## config.mk

```make
export PLATFORM = sky130hd
export DESIGN_NAME = pipe_collector_flat
export DESIGN_NICKNAME = d
export VERILOG_FILES = /design/src/rtl/pipe_pkg.sv /design/src/rtl/pipe_collector_if.sv /design/src/rtl/pipe_collector_sync_fifo.sv /design/src/rtl/pipe_collector.sv /design/src/flat_wrapper.sv
export SDC_FILE = /design/constraint.sdc
export NUM_CORES = 1
export LEC_CHECK = 0
export ABC_AREA = 1
export CORE_UTILIZATION = 45
export CTS_BUF_LIST = sky130_fd_sc_hd__clkbuf_2
export DETAILED_ROUTE_END_ITERATION = 16
export GPL_TIMING_DRIVEN = 0
export PLACE_DENSITY = 0.74
export SLEW_MARGIN = 20
export SYNTH_ARGS = -nofsm -noshare
export SYNTH_HDL_FRONTEND = slang
export SYNTH_SLANG_ARGS = --single-unit
```

## constraint.sdc

```tcl
create_clock -name clk -period 1.9 [get_ports clk]
set_input_delay 0.38 -clock clk [delete_from_list [all_inputs] [get_ports clk]]
set_output_delay 0.38 -clock clk [all_outputs]
set_load 0.05 [all_outputs]
```

## src/rtl/pipe_pkg.sv

```systemverilog
// Shared constants for the arithmetic pipeline and its result collector,
// plus the FIFO operation encoding used by the collector's buffer.
package pipe_pkg;

   localparam int PIPE_LAT    = 3;
   localparam int PIPE_DATA_W = 21;
   localparam int PIPE_IN_W   = 10;
   localparam int COLL_DEPTH  = 4;
   localparam int COLL_CNT_W  = $clog2(COLL_DEPTH + 1);

   typedef enum logic [1:0] {
      FIFO_IDLE = 2'b00,
      FIFO_PUSH = 2'b01,
      FIFO_POP  = 2'b10,
      FIFO_BOTH = 2'b11
   } fifo_op_e;

endpackage

```

## src/rtl/pipe_collector_if.sv

```systemverilog
// Capture/read bundle of the pipeline collector. The master drives the
// pipeline-side and reader-side requests; the slave returns data and status.
interface pipe_collector_if #(
   parameter int DATA_W = 21,
   parameter int CNT_W  = 3
);
   logic              in_valid;
   logic [DATA_W-1:0] piped_out;
   logic              rd_en;
   logic              clr_ovf;
   logic [DATA_W-1:0] rd_data;
   logic              rd_valid;
   logic              empty;
   logic              full;
   logic [CNT_W-1:0]  count;
   logic              overflow;

   modport master (
      output in_valid, piped_out, rd_en, clr_ovf,
      input  rd_data, rd_valid, empty, full, count, overflow
   );

   modport slave (
      input  in_valid, piped_out, rd_en, clr_ovf,
      output rd_data, rd_valid, empty, full, count, overflow
   );
endinterface

```

## src/rtl/pipe_collector_sync_fifo.sv

```systemverilog
// DEPTH x DATA_W synchronous FIFO with a registered read port. A write into a
// full FIFO is taken only when a pop frees a slot in the same cycle.
module sync_fifo
   import pipe_pkg::*;
#(
   parameter int DATA_W = 21,
   parameter int DEPTH  = 4,
   parameter int CNT_W  = 3
) (
   input  logic              clk,
   input  logic              rst_n,
   input  logic              wr_req,
   input  logic              rd_req,
   input  logic [DATA_W-1:0] wdata,
   output logic [DATA_W-1:0] rd_data,
   output logic              rd_valid,
   output logic [CNT_W-1:0]  count,
   output logic              full,
   output logic              empty
);
   localparam int PTR_W = $clog2(DEPTH);

   logic [DATA_W-1:0] mem_q [DEPTH];
   logic [DATA_W-1:0] mem_d [DEPTH];
   logic [PTR_W-1:0]  wptr_q, wptr_d, rptr_q, rptr_d;
   logic [CNT_W-1:0]  count_q, count_d;
   logic [DATA_W-1:0] rd_data_q, rd_data_d;
   logic              rd_valid_q, rd_valid_d;
   logic              pop_s, wr_ok_s;
   fifo_op_e          op_s;

   assign full    = (count_q == CNT_W'(DEPTH));
   assign empty   = (count_q == {CNT_W{1'b0}});
   assign pop_s   = rd_req & ~empty;
   assign wr_ok_s = wr_req & (~full | pop_s);
   assign op_s    = fifo_op_e'({pop_s, wr_ok_s});

   // Next-state for storage, pointers, occupancy and the read port.
   always_comb begin
      mem_d      = mem_q;
      wptr_d     = wptr_q;
      rptr_d     = rptr_q;
      count_d    = count_q;
      rd_data_d  = rd_data_q;
      rd_valid_d = 1'b0;
      case (op_s)
         FIFO_IDLE: begin
            count_d = count_q;
         end
         FIFO_PUSH: begin
            mem_d[wptr_q] = wdata;
            wptr_d        = wptr_q + PTR_W'(1);
            count_d       = count_q + CNT_W'(1);
         end
         FIFO_POP: begin
            rd_data_d  = mem_q[rptr_q];
            rd_valid_d = 1'b1;
            rptr_d     = rptr_q + PTR_W'(1);
            count_d    = count_q - CNT_W'(1);
         end
         FIFO_BOTH: begin
            mem_d[wptr_q] = wdata;
            wptr_d        = wptr_q + PTR_W'(1);
            rd_data_d     = mem_q[rptr_q];
            rd_valid_d    = 1'b1;
            rptr_d        = rptr_q + PTR_W'(1);
         end
         default: begin
            count_d = count_q;
         end
      endcase
   end

   // FIFO state registers.
   always_ff @(posedge clk or negedge rst_n) begin
      if (!rst_n) begin
         for (int i = 0; i < DEPTH; i++) mem_q[i] <= '0;
         wptr_q     <= '0;
         rptr_q     <= '0;
         count_q    <= '0;
         rd_data_q  <= '0;
         rd_valid_q <= 1'b0;
      end else begin
         mem_q      <= mem_d;
         wptr_q     <= wptr_d;
         rptr_q     <= rptr_d;
         count_q    <= count_d;
         rd_data_q  <= rd_data_d;
         rd_valid_q <= rd_valid_d;
      end
   end

   assign rd_data  = rd_data_q;
   assign rd_valid = rd_valid_q;
   assign count    = count_q;
endmodule

```

## src/rtl/pipe_collector.sv

```systemverilog
// Receiving end of the arithmetic pipeline: tracks injected operand sets with
// a LAT-deep valid delay line and buffers each emerging result in a FIFO.
module pipe_collector
   import pipe_pkg::*;
#(
   parameter int DATA_W = PIPE_DATA_W,
   parameter int LAT    = PIPE_LAT,
   parameter int DEPTH  = COLL_DEPTH,
   parameter int CNT_W  = COLL_CNT_W
) (
   input  logic              clk,
   input  logic              rst_n,
   pipe_collector_if.slave   bus
);
   logic [LAT-1:0] vld_sr_q, vld_sr_d;
   logic           ovf_q, ovf_d;
   logic           cap_s, drop_s;
   logic           full_s;

   assign cap_s = vld_sr_q[LAT-1];
   // A full FIFO is never empty, so rd_en alone tells whether a slot frees up.
   assign drop_s = cap_s & full_s & ~bus.rd_en;

   // Valid delay line and sticky overflow next-state; a drop beats a clear.
   always_comb begin
      vld_sr_d    = vld_sr_q;
      vld_sr_d[0] = bus.in_valid;
      for (int i = 1; i < LAT; i++) vld_sr_d[i] = vld_sr_q[i-1];
      if (drop_s) begin
         ovf_d = 1'b1;
      end else if (bus.clr_ovf) begin
         ovf_d = 1'b0;
      end else begin
         ovf_d = ovf_q;
      end
   end

   // Collector state registers.
   always_ff @(posedge clk or negedge rst_n) begin
      if (!rst_n) begin
         vld_sr_q <= '0;
         ovf_q    <= 1'b0;
      end else begin
         vld_sr_q <= vld_sr_d;
         ovf_q    <= ovf_d;
      end
   end

   sync_fifo #(
      .DATA_W (DATA_W),
      .DEPTH  (DEPTH),
      .CNT_W  (CNT_W)
   ) u_fifo (
      .clk      (clk),
      .rst_n    (rst_n),
      .wr_req   (cap_s),
      .rd_req   (bus.rd_en),
      .wdata    (bus.piped_out),
      .rd_data  (bus.rd_data),
      .rd_valid (bus.rd_valid),
      .count    (bus.count),
      .full     (full_s),
      .empty    (bus.empty)
   );

   assign bus.full     = full_s;
   assign bus.overflow = ovf_q;
endmodule

```

## src/flat_wrapper.sv

```systemverilog
// flat-port wrapper written by rule: the top's interface ports become plain ports
module pipe_collector_flat import pipe_pkg::*;
#(
   parameter int DATA_W = PIPE_DATA_W,
   parameter int LAT    = PIPE_LAT,
   parameter int DEPTH  = COLL_DEPTH,
   parameter int CNT_W  = COLL_CNT_W
)
  (clk, rst_n, bus_in_valid, bus_piped_out, bus_rd_en, bus_clr_ovf, bus_rd_data, bus_rd_valid, bus_empty, bus_full, bus_count, bus_overflow);
  pipe_collector_if #(.DATA_W(DATA_W), .CNT_W(CNT_W)) bus_i ();
  input  logic clk;
  input  logic rst_n;
  input wire logic [$bits(bus_i.in_valid)-1:0] bus_in_valid;
  input wire logic [$bits(bus_i.piped_out)-1:0] bus_piped_out;
  input wire logic [$bits(bus_i.rd_en)-1:0] bus_rd_en;
  input wire logic [$bits(bus_i.clr_ovf)-1:0] bus_clr_ovf;
  output wire logic [$bits(bus_i.rd_data)-1:0] bus_rd_data;
  output wire logic [$bits(bus_i.rd_valid)-1:0] bus_rd_valid;
  output wire logic [$bits(bus_i.empty)-1:0] bus_empty;
  output wire logic [$bits(bus_i.full)-1:0] bus_full;
  output wire logic [$bits(bus_i.count)-1:0] bus_count;
  output wire logic [$bits(bus_i.overflow)-1:0] bus_overflow;
  assign bus_i.in_valid = bus_in_valid;
  assign bus_i.piped_out = bus_piped_out;
  assign bus_i.rd_en = bus_rd_en;
  assign bus_i.clr_ovf = bus_clr_ovf;
  assign bus_rd_data = bus_i.rd_data;
  assign bus_rd_valid = bus_i.rd_valid;
  assign bus_empty = bus_i.empty;
  assign bus_full = bus_i.full;
  assign bus_count = bus_i.count;
  assign bus_overflow = bus_i.overflow;
  pipe_collector #(.DATA_W(DATA_W), .LAT(LAT), .DEPTH(DEPTH), .CNT_W(CNT_W)) u_core (.clk(clk), .rst_n(rst_n), .bus(bus_i));
endmodule
```

==> results of run 1 <==
==> layer usage <==
metal	up-vias	GRT usage (%)	share of wire [%]
li1	2116	-	-
met1	2079	29.9	46
met2	100	36.6	49
met3	19	4.32	3.8
met4	0	7.56	1.4
met5	-	0	0
==> power breakdown <==
| group | switching (mW) | internal (mW) | total, mW | leakage, nW |
|---|---|---|---|---|
| combinational | 3.75 | 1.92 | 5.67 | 1.62 |
| sequential | 0.699 | 3.63 | 4.33 | 1.44 |
| clock | 0.918 | 1.13 | 2.05 | 0.187 |
==> sequential cells by signal (all words and copies together) (netlist names) <==
register                cells
u_core.u_fifo.mem_q        84
u_core.u_fifo.rd_valid      1
u_core.u_fifo.count         3
u_core.bus.overflow         1
u_core.u_fifo.rptr_q        2
u_core.u_fifo.wptr_q        2
u_core.u_fifo.rd_data      21
u_core.vld_sr_q             3
==> worst max-delay path by stage <==
stage | start | end | slack [ns] | depth (start not counted)
after detailed placement | bus_rd_en | u_core.u_fifo.count[2] | -0.08 | 9
after floorplan | u_core.u_fifo.count[2] | u_core.u_fifo.count[2] | 0.03 | 10
final | u_core.u_fifo.count[1] | bus_empty | -0.06 | 4
after global placement | rst_n | u_core.u_fifo.mem_q[13] | -4.05 | 1
after CTS | u_core.u_fifo.count[1] | bus_empty | -0.09 | 4
after global routing | u_core.u_fifo.count[1] | bus_empty | -0.20 | 4
==> cell type report <==
| cell class | instances | area, sq um |
|---|---|---|
| inverters | 21 | 91.3 |
| clock inverters | 12 | 208 |
| plain buffers | 33 | 265 |
| flip-flops and latches | 117 | 2930 |
| clock buffers | 20 | 100 |
| fillers | 1081 | 5430 |
| repair buffers | 56 | 534 |
| well taps | 147 | 184 |
| multi-input cells | 462 | 2220 |
==> layout by cell type (no fill, tap or decap), types with 6 or more instances in the layout <==
| cell type | instances |
|---|---|
| o21ai_0 | 41 |
| buf_6 | 6 |
| clkdlybuf4s50_1 | 24 |
| clkbuf_1 | 8 |
| clkbuf_2 | 20 |
| nand2_2 | 81 |
| a31oi_1 | 21 |
| bufinv_16 | 6 |
| buf_4 | 9 |
| nand2_1 | 184 |
| nor2_1 | 108 |
| dfrtp_1 | 117 |
| clkdlybuf4s15_2 | 13 |
| buf_2 | 20 |
| inv_1 | 17 |
==> timing repair <==
action                                  4_1_cts  5_1_grt
hold buffers                                  1        0
gates resized for setup                      98       21
setup buffers                                 0        1
pin swaps                                     0        0
endpoints found under the setup margin       28       13
endpoints found under the hold margin        62        0
==> through the flow <==
stage / hold slack, ns / area [sq um] / setup TNS, ns / util (%)
global route: 0.0937 / 6530 / -0.366 / 54.6
detailed placement: 0.337 / 6250 / -0.110 / 52.2
CTS: 0.109 / 6590 / -0.174 / 55.1
finish: 0.163 / 6530 / -0.121 / 54.6
global placement: 0.335 / 6220 / -472.85 / 52.0
floorplan: 0.0844 / 5500 / 0 / -
==> cells by family (layout without fill, tap and decap cells) <==
group / Yosys count / after routing
fa+ha+maj: 5 / 5
compound gates: 66 / 66
simple gates: 389 / 389
flops: 117 / 117
xor+xnor: 2 / 2
buf+inv: 54 / 142
==> flow_summary.ini, run 1 <==
[outcome]
status = complete, but fails checks
violations = negative setup slack

[logic_synthesis]
synth_top_cells_by_area = dfrtp_1, nand2_1, nand2_2, nor2_1, o21ai_0
ys_seq_area_share_pct = 53.2
synth-seq-cells = 117
async_flop_share_pct = 100
syn_inst = 633
yosys_warnings = 0
synth-edff-count = 0
synth_top_cell_by_area = dfrtp_1
yosys.area_share.simple_pct = 32.2
yosys.cell_types.count = 25
synth_top_family_by_area = simple AND/OR/NAND/NOR gates
synth_top_area_share_pct = 53.2
synth.top_cells.by_count = nand2_1, dfrtp_1, nor2_1, nand2_2, o21ai_0
syn_nets = 664
synth_fa_ha_area_share_pct = 1.27
avgSynthCellArea_sq_um = 8.69
synth_xor_area_share_pct = 0.318
yosys.cell_count.top_type = nand2_1
synthFlopType = dfrtp_1
synth_compound_area_share_pct = 6.50
syn_area_sq_mm = 0.00550
synthMuxAreaShare_pct = 0

[min_path]
min_path_type = in2reg
holdPathEnd = u_core.vld_sr_q[0]
hold_depth = 1
worstHoldStart = bus_in_valid

[critical_path]
r2r_cells = 10
critPathRequiredTime_ns = 1.52
crit_slowest_cell = dfrtp_1
criticalPathCategory = reg2out
end_kind = output pin
crit_buf_inv = 2
r2r-start = u_core.u_fifo.count[2]
r2r-end = u_core.u_fifo.count[2]
critical_path_peak_fanout = 3
startpoint_type = flop
rrSetupSlack_ns = 0.21
critPathTopFamily = flip-flops
slowest_delay_ns = 0.44
crit_arrival_ns = 1.58
worstPathCellList = nor2_2, nand2_1, inv_1, buf_6

[route]
post-route-drc-count = 0
antenna_left = 0
finalWirelength_um = 13000
first_pass_iters = 5
wl_per_cell_um = 15.0
first_iter_violations = 295
vias = 4314
viasPerCell = 4.97

[clock_tree]
cts_tree = yes
cts.clk_slew.worst_paths_ns = 0.16
cts_buffers = 17
cts.sinks = 117
cts_root_buffer = clkbuf_2
htreeDepth = 4
ctsLongestPathBuffers = 2
clk_latency_ns = 0.68

[placement]
place_congestion = 0.774
io_buffers = 53
place_hpwl_um = 8640
pre_cts_slack_ns = -0.0821
placedCellCount = 834

[final_layout]
drive_gt1_share_pct = 25.2
areaGrowthSynthToFinish_pct = 18.6
layout.nets = 739
diodes = 0
final_cells = 868

[timing]
min_period_over_period_pct = 103
drv_slew = 0
maxSlewHeadroom_pct = 58.5
grt_setup_unrepaired = yes
finClkSkew_ns = 0.0289
finalWorstSetupSlack_ns = -0.0608
max_slew.worst_pin.slew_ns = 0.622
setup_violations = 2
fmax_mhz = 510
period_needed_ns = 1.96
finalHoldViolations = 0

[die]
core_sq_mm = 0.0120
initial_core_util_pct = 46.0
die-area_sq_mm = 0.0127
ioPinCount = 54
row_count = 40
die_h_um = 113
die_w_um = 113

[run]
cap_violations = 0

[grt]
grt_start_max_net_pins = 64
overflow = 0
grt_pass1_wl_um = 21500
grtUsageTotal_pct = 22.3
antenna_found_initial = 0
grt_pass1_vias = 4243

[power_and_ir_drop]
powerDensity_mw_per_mm2 = 1840
total_power_mw = 12.0
p_leak_nw = 3.25
ir_drop_uv = 916
(Power assumes the default switching activity.)
==> run 2: changes to the inputs <==
==> constraint.sdc (replaced) <==
create_clock -name clk -period 2.5 [get_ports clk]
set_input_delay 0.5 -clock clk [delete_from_list [all_inputs] [get_ports clk]]
set_output_delay 0.5 -clock clk [all_outputs]
set_load 0.05 [all_outputs]
==> run 2 against run 1 <==
- the flow now finishes without violations
- critical path depth shrank 3
- worst setup slack gained 0.15 ns
- power shrank 23%
- sequential share of layout area down 0.20 points
- sequential cell count unchanged
- first-iteration DRC count rose by 4.1%
- largest cell class unchanged
- critical path type unchanged
==> flow_summary.ini, run 2 (synthesis gave the netlist of run 1 again) <==
[final_layout]
utilization_pct = 54.8
regMostFlops = u_core.u_fifo.mem_q
mostFrequentLayoutCells = nand2_1, dfrtp_1, nor2_1
diodes = 0
drive_gt1_share_pct = 21.5
final_common_cell = nand2_1
areaGrowthSynthToFinish_pct = 19.2
final_cells = 867
largest_reg_flops = 84
layout.nets = 738
fillers = 1081
final_area_sq_mm = 0.00656

[timing]
finalHoldViolations = 0
min_period_over_period_pct = 96.2
period_needed_ns = 2.41
grt_setup_unrepaired = no
max_slew.worst_pin.slew_ns = 0.623
finClkSkew_ns = 0.0291
maxSlewHeadroom_pct = 58.5
fmax_mhz = 416
whs_ns = 0.274
finalWorstSetupSlack_ns = 0.0940
drv_slew = 0
setup_violations = 0
finalSetupTns_ns = 0

[critical_path]
slowest_delay_ns = 0.81
critPathRequiredTime_ns = 2.00
r2r-start = u_core.u_fifo.count[2]
crit_slowest_cell = clkdlybuf4s50_1
r2r_cells = 10
crit_buf_inv = 1
startpoint_type = flop
crit_arrival_ns = 1.91
r2r-end = u_core.u_fifo.count[2]
end_kind = output pin
startpoint = u_core.u_fifo.rd_data[20]
critPathTopFamily = buffers and inverters
crit_cells = 1
worstPathCellList = clkdlybuf4s50_1
criticalPathCategory = reg2out
critical_path_peak_fanout = 2
rrSetupSlack_ns = 0.81

[placement]
pre_cts_slack_ns = 0.398
placedCellCount = 834
post_dp_cell_area_sq_mm = 0.00625
io_buffers = 53
place_hpwl_um = 8640
place_congestion = 0.774

[clock_tree]
cts_root_buffer = clkbuf_2
cts_tree = yes
clk_latency_ns = 0.69
ctsLongestPathBuffers = 2
cts_buffers = 17
htreeDepth = 4
post_cts_buffers = 0
cts.sinks = 117
cts.clk_slew.worst_paths_ns = 0.18

[min_path]
holdPathEnd = u_core.vld_sr_q[0]
min_path_type = in2reg
worstHoldStart = bus_in_valid
hold_depth = 1

[power_and_ir_drop]
internal-power_mw = 5.16
switching_share_pct = 44.1
p_sw_mw = 4.07
powerDensity_mw_per_mm2 = 1410
p_leak_nw = 3.25
ir_drop_uv = 710
total_power_mw = 9.23
combPwrFrac_pct = 47.5
seqPwrFrac_pct = 35.6
power_frac_clock_pct = 16.8

[run]
cap_violations = 0

[route]
first_pass_iters = 5
antenna_left = 0
post-route-drc-count = 0
viasPerCell = 4.99
first_iter_violations = 307
vias = 4330
wl_per_cell_um = 14.9
finalWirelength_um = 13000

[grt]
grt_pass1_vias = 4247
grt_pass1_wl_um = 21500
grt_start_max_net_pins = 64
antenna_found_initial = 0
overflow = 0
grtUsageTotal_pct = 22.3

[die]
core_sq_mm = 0.0120
row_count = 40
initial_core_util_pct = 46.0
die-area_sq_mm = 0.0127
die_h_um = 113
ioPinCount = 54
die_w_um = 113

[outcome]
status = finished, final reports clean
[run 2: cell types whose count changed in the layout (fill, tap and decap cells not counted)]
cell / before / now
clkdlybuf4s15_2: 13 / 0
buf_6: 6 / 5
buf_8: 1 / 0
buf_2: 20 / 7
clkdlybuf4s50_1: 24 / 47
clkbuf_2: 20 / 22
dlygate4sd2_1: 0 / 1
buf_4: 9 / 8
dlymetal6s2s_1: 0 / 2
[run 2: power by group through the flow]
stage          Combinational (mW)  Sequential (mW)  Clock (mW)
4_1_cts                      4.42             3.29        1.58
2_1_floorplan                2.47             3.94           0
5_1_grt                      4.83             3.39        1.68
3_3_place_gp                 4.29             3.29           0
6_report                     4.39             3.29        1.55
3_5_place_dp                 4.41             3.32           0
[run 2: cell type report]
| cell class | instances | area [sq um] | share of cell area, % |
|---|---|---|---|
| flip-flops and latches | 117 | 2930 | 44.6 |
| multi-input cells | 462 | 2220 | 33.8 |
| repair buffers | 55 | 563 | 8.59 |
| plain buffers | 33 | 265 | 4.05 |
| clock inverters | 12 | 208 | 3.17 |
| well taps | 147 | 184 | 2.80 |
| clock buffers | 20 | 100 | 1.53 |
| inverters | 21 | 91.3 | 1.39 |
[run 2: worst max-delay path by stage]
stage / to
finish: bus_rd_data[20]
global route: bus_rd_data[8]
CTS: bus_full
detailed placement: u_core.u_fifo.count[2]
global placement: u_core.u_fifo.mem_q[13]
floorplan: u_core.u_fifo.count[2]
[run 2: timing repair]
action | in CTS | in global routing
hold buffers | 1 | 0
hold endpoints to repair | 62 | 0
resized for setup | 3 | 6
setup endpoints to repair | 3 | 4
[run 2: layer usage]
metal  vias to the layer above  global-route usage [%]  part of all wire [%]
met1                      2078                    29.9                    45
met2                       114                    36.5                    48
met5                         -                       0                     0
li1                       2115                       -                     -
met4                         0                    7.56                   1.6
met3                        23                    4.32                   4.7
==> variant 1 (config.mk and constraints of run 2) <==
Remove the case item `FIFO_PUSH` of the case on `op_s`.
--- a/src/rtl/pipe_collector_sync_fifo.sv
+++ b/src/rtl/pipe_collector_sync_fifo.sv
@@ -47,11 +47,6 @@
          FIFO_IDLE: begin
             count_d = count_q;
          end
-         FIFO_PUSH: begin
-            mem_d[wptr_q] = wdata;
-            wptr_d        = wptr_q + PTR_W'(1);
-            count_d       = count_q + CNT_W'(1);
-         end
          FIFO_POP: begin
             rd_data_d  = mem_q[rptr_q];
             rd_valid_d = 1'b1;
Behaviour: not the same (Yosys sat finds a counterexample within 10 cycles, from zero or initial values and one cycle with rst_n low).
==> variant 1 against run 2 <==
Worst setup slack improved by 0.026 ns; final area up 0.31%; register-to-register slack worse by 0.04 ns; wire length is 3.9% higher; power shrank 6.5%; synthesized area rose by 2.1%; sequential cell count stayed put; synthesized cell count grew 19%.
==> variant 1: results (changes against run 2) <==
Vias/cell: 4.82 (-3.4%)
Post-synth top cells: nand2_1 (346), nand3_1 (127), dfrtp_1 (117)
Net Count, Synth: 785 (+18%)
worst slew pin tran: 0.535 ns (-0.0879 ns)
GRT Total Usage: 0.228 (+0.00478)
largest net degree at the start of global routing: 71 (+11%)
asr flop ratio synth: 1.00 (unchanged)
HPWL Detailed: 9460 um (+9.5%)
CTS clk-pin slew, worst paths: 0.16 ns (-0.02 ns)
Initial DRC Count: 452 (+47%)
fill cell count: 1,180 (+9.2%)
initial antenna violation count: 0 (unchanged)
register share of total power: 0.378 (+0.022)
Tightest Hold Check Type: in2reg
number of global-route vias before repair: 4,579 (+7.8%)
Synth cell types: 19 (-24%)
Biggest register: u_core.u_fifo.mem_q
P_sw: 4.08 mW (+0.27%)
Worst Setup SP: u_core.u_fifo.count[0]
post-place setup slack: 0.355 ns (-0.0426 ns)
Largest stage delay, worst path: 0.81 ns (about the same)
CTS root buffer: clkbuf_2
max FFs per register: 84 (unchanged)
count of input and output buffers: 53 (unchanged)
RePlAce Congestion: 0.849 (+9.7%)
wire length per cell: 13.4 um (-11%)
DR pass1 iterations: 7 (+2)
r2r startpoint: u_core.u_fifo.count[0]
Worst path slowest cell: clkdlybuf4s50_1
fin nets: 859 (+16%)
# H-tree levels: 4 (unchanged)
skew final: 0.0193 ns (-0.00980 ns)
VDD IR max: 0.000652 V (-8.1%)
first-pass GRT wire length: 22,700 um (+5.3%)
clock latency on the worst-skew pair: 0.68 ns
Pleak: 3.67 nW (+13%)
post-synthesis sequential area ratio: 0.521 (-0.0109)
share of post-route cells with drive strength above 1: 0.0619 (-0.153)
crit-path max FO: 3 (+1)
status: finished, final reports clean
largest cells by area after synthesis: dfrtp_1 (52%), nand2_1 (23%), nand3_1 (11%)
CTS buffer count: 17 (unchanged)
Inserted Diodes: 0 (unchanged)
## variant 1: timing repair
item / 4_1_cts / 5_1_grt
hold buffers: 1 / 0
gates resized for setup: 8 / 2
endpoints found under the setup margin: 3 / 2
endpoints found under the hold margin: 47 / 0
gates cloned: 0 / 0
## variant 1: kinds of logic (layout without fill, tap and decap cells)
| family | count (synthesis) | after routing | share of synthesized area |
|---|---|---|---|
| xor+xnor | 2 | 2 | 0.00312 |
| flops | 117 | 117 | 0.521 |
| buf+inv | 140 | 227 | 0.101 |
| fa+ha+maj | 6 | 6 | 0.0134 |
| compound gates | 7 | 7 | 0.00646 |
| simple gates | 481 | 481 | 0.355 |
## variant 1: routing by layer
metal,GRT usage,vias to the layer above,wire (um)
met2,0.343,174,5980
li1,-,2442,-
met3,0.0537,12,999
met1,0.331,2235,6360
met5,0,-,0
met4,0.0605,0,120
## variant 1: cell type report
| class | count | area, um^2 | share of cell area |
|---|---|---|---|
| Buffer | 43 | 205 | 0.0312 |
| Multi-Input combinational cell | 496 | 2120 | 0.322 |
| Clock buffer | 19 | 95.1 | 0.0145 |
| Inverter | 97 | 364 | 0.0554 |
| Tap cell | 168 | 210 | 0.0320 |
| Sequential cell | 117 | 2930 | 0.445 |
| Clock inverter | 13 | 91.3 | 0.0139 |
| Timing Repair Buffer | 55 | 563 | 0.0856 |
## variant 1: worst paths after layout
path | to | slack, ns | cells after the start
min in group asynchronous | u_core.u_fifo.mem_q[8] | 0.31 | 2
hold / removal | u_core.vld_sr_q[0] | 0.25 | 1
setup / recovery | bus_count[0] | 0.12 | 1
hold reg to reg | u_core.vld_sr_q[1] | 0.37 | 0
setup reg to reg | u_core.u_fifo.mem_q[72] | 0.77 | 8
max in group asynchronous | u_core.u_fifo.mem_q[49] | 1.52 | 3
## variant 1: power by group through the flow
stage | Sequential [mW] | Combinational (mW) | Clock, mW
after floorplan | 3.82 | 2.51 | 0
after global placement | 3.28 | 4.24 | 0
after detailed placement | 3.30 | 4.32 | 0
after CTS | 3.26 | 4.34 | 1.06
after global routing | 3.38 | 4.90 | 1.14
final | 3.27 | 4.33 | 1.04
## variant 1: stage by stage
stage	std cells	TNS, ns	hold slack [ns]	area [um^2]
finish	1008	0	0.249	6580
global route	1008	0	0.204	6580
CTS	1008	0	0.197	6580
detailed placement	975	0	0.337	6390
global placement	974	-416.06	0.335	6360
floorplan	753	0	0.204	5620
==> variant 2 (config.mk and constraints of run 2) <==
Made on the original files. The package constant `PIPE_LAT` goes from 3 to 5.
--- a/src/rtl/pipe_pkg.sv
+++ b/src/rtl/pipe_pkg.sv
@@ -2,7 +2,7 @@
 // plus the FIFO operation encoding used by the collector's buffer.
 package pipe_pkg;
 
-   localparam int PIPE_LAT    = 3;
+   localparam int PIPE_LAT    = 5;
    localparam int PIPE_DATA_W = 21;
    localparam int PIPE_IN_W   = 10;
    localparam int COLL_DEPTH  = 4;
Function: changed (Yosys sat finds a counterexample within 10 cycles, from zero or initial values and one cycle with rst_n low).
==> variant 2 against run 2 <==
Critical path depth did not move; final area fell by 1.2%; power fell by 4.3%; synthesized area rose by 0.41%; sequential share of layout area rose by 1.3 points; worst setup slack improved by 0.019 ns; sequential cell count rose by 2; wire length rose by 2.4%.
==> variant 2: results (changes against run 2) <==
worst slew pin tran: 0.594 ns (-0.0296 ns)
skew final: 0.0241 ns (-0.00497 ns)
DR pass1 iterations: 4 (-1)
r2r startpoint: u_core.vld_sr_q[4]
share of post-route cells with drive strength above 1: 0.205 (-0.0100)
Synth-to-Final Area Change: 17.2%
hold_ws: 0.248 ns (-0.0254 ns)
post-placement cell area: 0.00627 mm^2 (+0.36%)
P_sw: 4.04 mW (-0.87%)
Post-synth top cells: nand2_1 (189), dfrtp_1 (119), nor2_1 (108)
Synth cell types: 26 (+4.0%)
largest net degree at the start of global routing: 63 (-1.6%)
status: finished, final reports clean
Core Region: 0.0120 mm^2 (+0.42%)
number of global-route vias before repair: 4,516 (+6.3%)
fin nets: 740 (+0.27%)
Final period util: 0.955 (-0.00764)
buffer share of cell area: 0.127 (+0.000596)
VDD IR max: 0.000765 V (+7.7%)
RePlAce Congestion: 0.791 (+2.2%)
Worst Setup SP: u_core.u_fifo.rd_data[8]
DRT Wirelength: 13,300 um (+2.4%)
post-synthesis sequential area ratio: 0.539 (+0.00689)
length in cells of the worst reg-to-reg path: 9 (-1)
Initial DRC Count: 308 (+0.33%)
post-place setup slack: 0.407 ns (+0.00876 ns)
post-CTS resize count: 4 (+1)
Largest stage delay, worst path: 0.81 ns (about the same)
critical path endpoint: bus_rd_data[8]
Syn Inst Count: 635 (+0.32%)
fill cell count: 1,113 (+3.0%)
wire length per cell: 15.3 um (+2.3%)
ClkCell Share: 0.0311 (-0.0158)
HPWL Detailed: 8780 um (+1.6%)
largest cells by area after synthesis: dfrtp_1 (54%), nand2_1 (13%), nand2_2 (8.6%)
Synth Register Bits: 119 (+1.7%)
CTS clk-pin slew, worst paths: 0.15 ns (-0.03 ns)
routed vias: 4,349 (+0.44%)
Net Count, Synth: 666 (+0.30%)
Pleak: 3.23 nW (-0.50%)
## variant 2: cell types whose count changed after synthesis, sizes merged
| cell | delta |
|---|---|
| dfrtp | +2 |
| buf | +1 |
| clkbuf | -1 |
## variant 2: power groups by stage
stage	clock, mW	sequential (mW)	combinational [mW]
3_3_place_gp	0	3.32	4.28
6_report	1.13	3.32	4.38
4_1_cts	1.16	3.32	4.43
3_5_place_dp	0	3.36	4.41
5_1_grt	1.25	3.43	4.85
2_1_floorplan	0	3.98	2.44
## variant 2: kinds of logic (layout without fill, tap and decap cells)
group           count (synthesis)  count (layout)  synth area share
flops                         119             119             0.539
xor+xnor                        2               2           0.00317
fa+ha+maj                       5               5            0.0127
compound gates                 66              66            0.0648
buf+inv                        54             140            0.0618
simple gates                  389             389             0.319
## variant 2: routing by layer
layer  vias to the layer above  global-route usage  share of wire
met2                       133               0.387           0.49
met4                         0              0.0898          0.016
li1                       2121                   -              -
met3                        22              0.0487          0.061
met1                      2073               0.290           0.43
met5                         -                   0              0
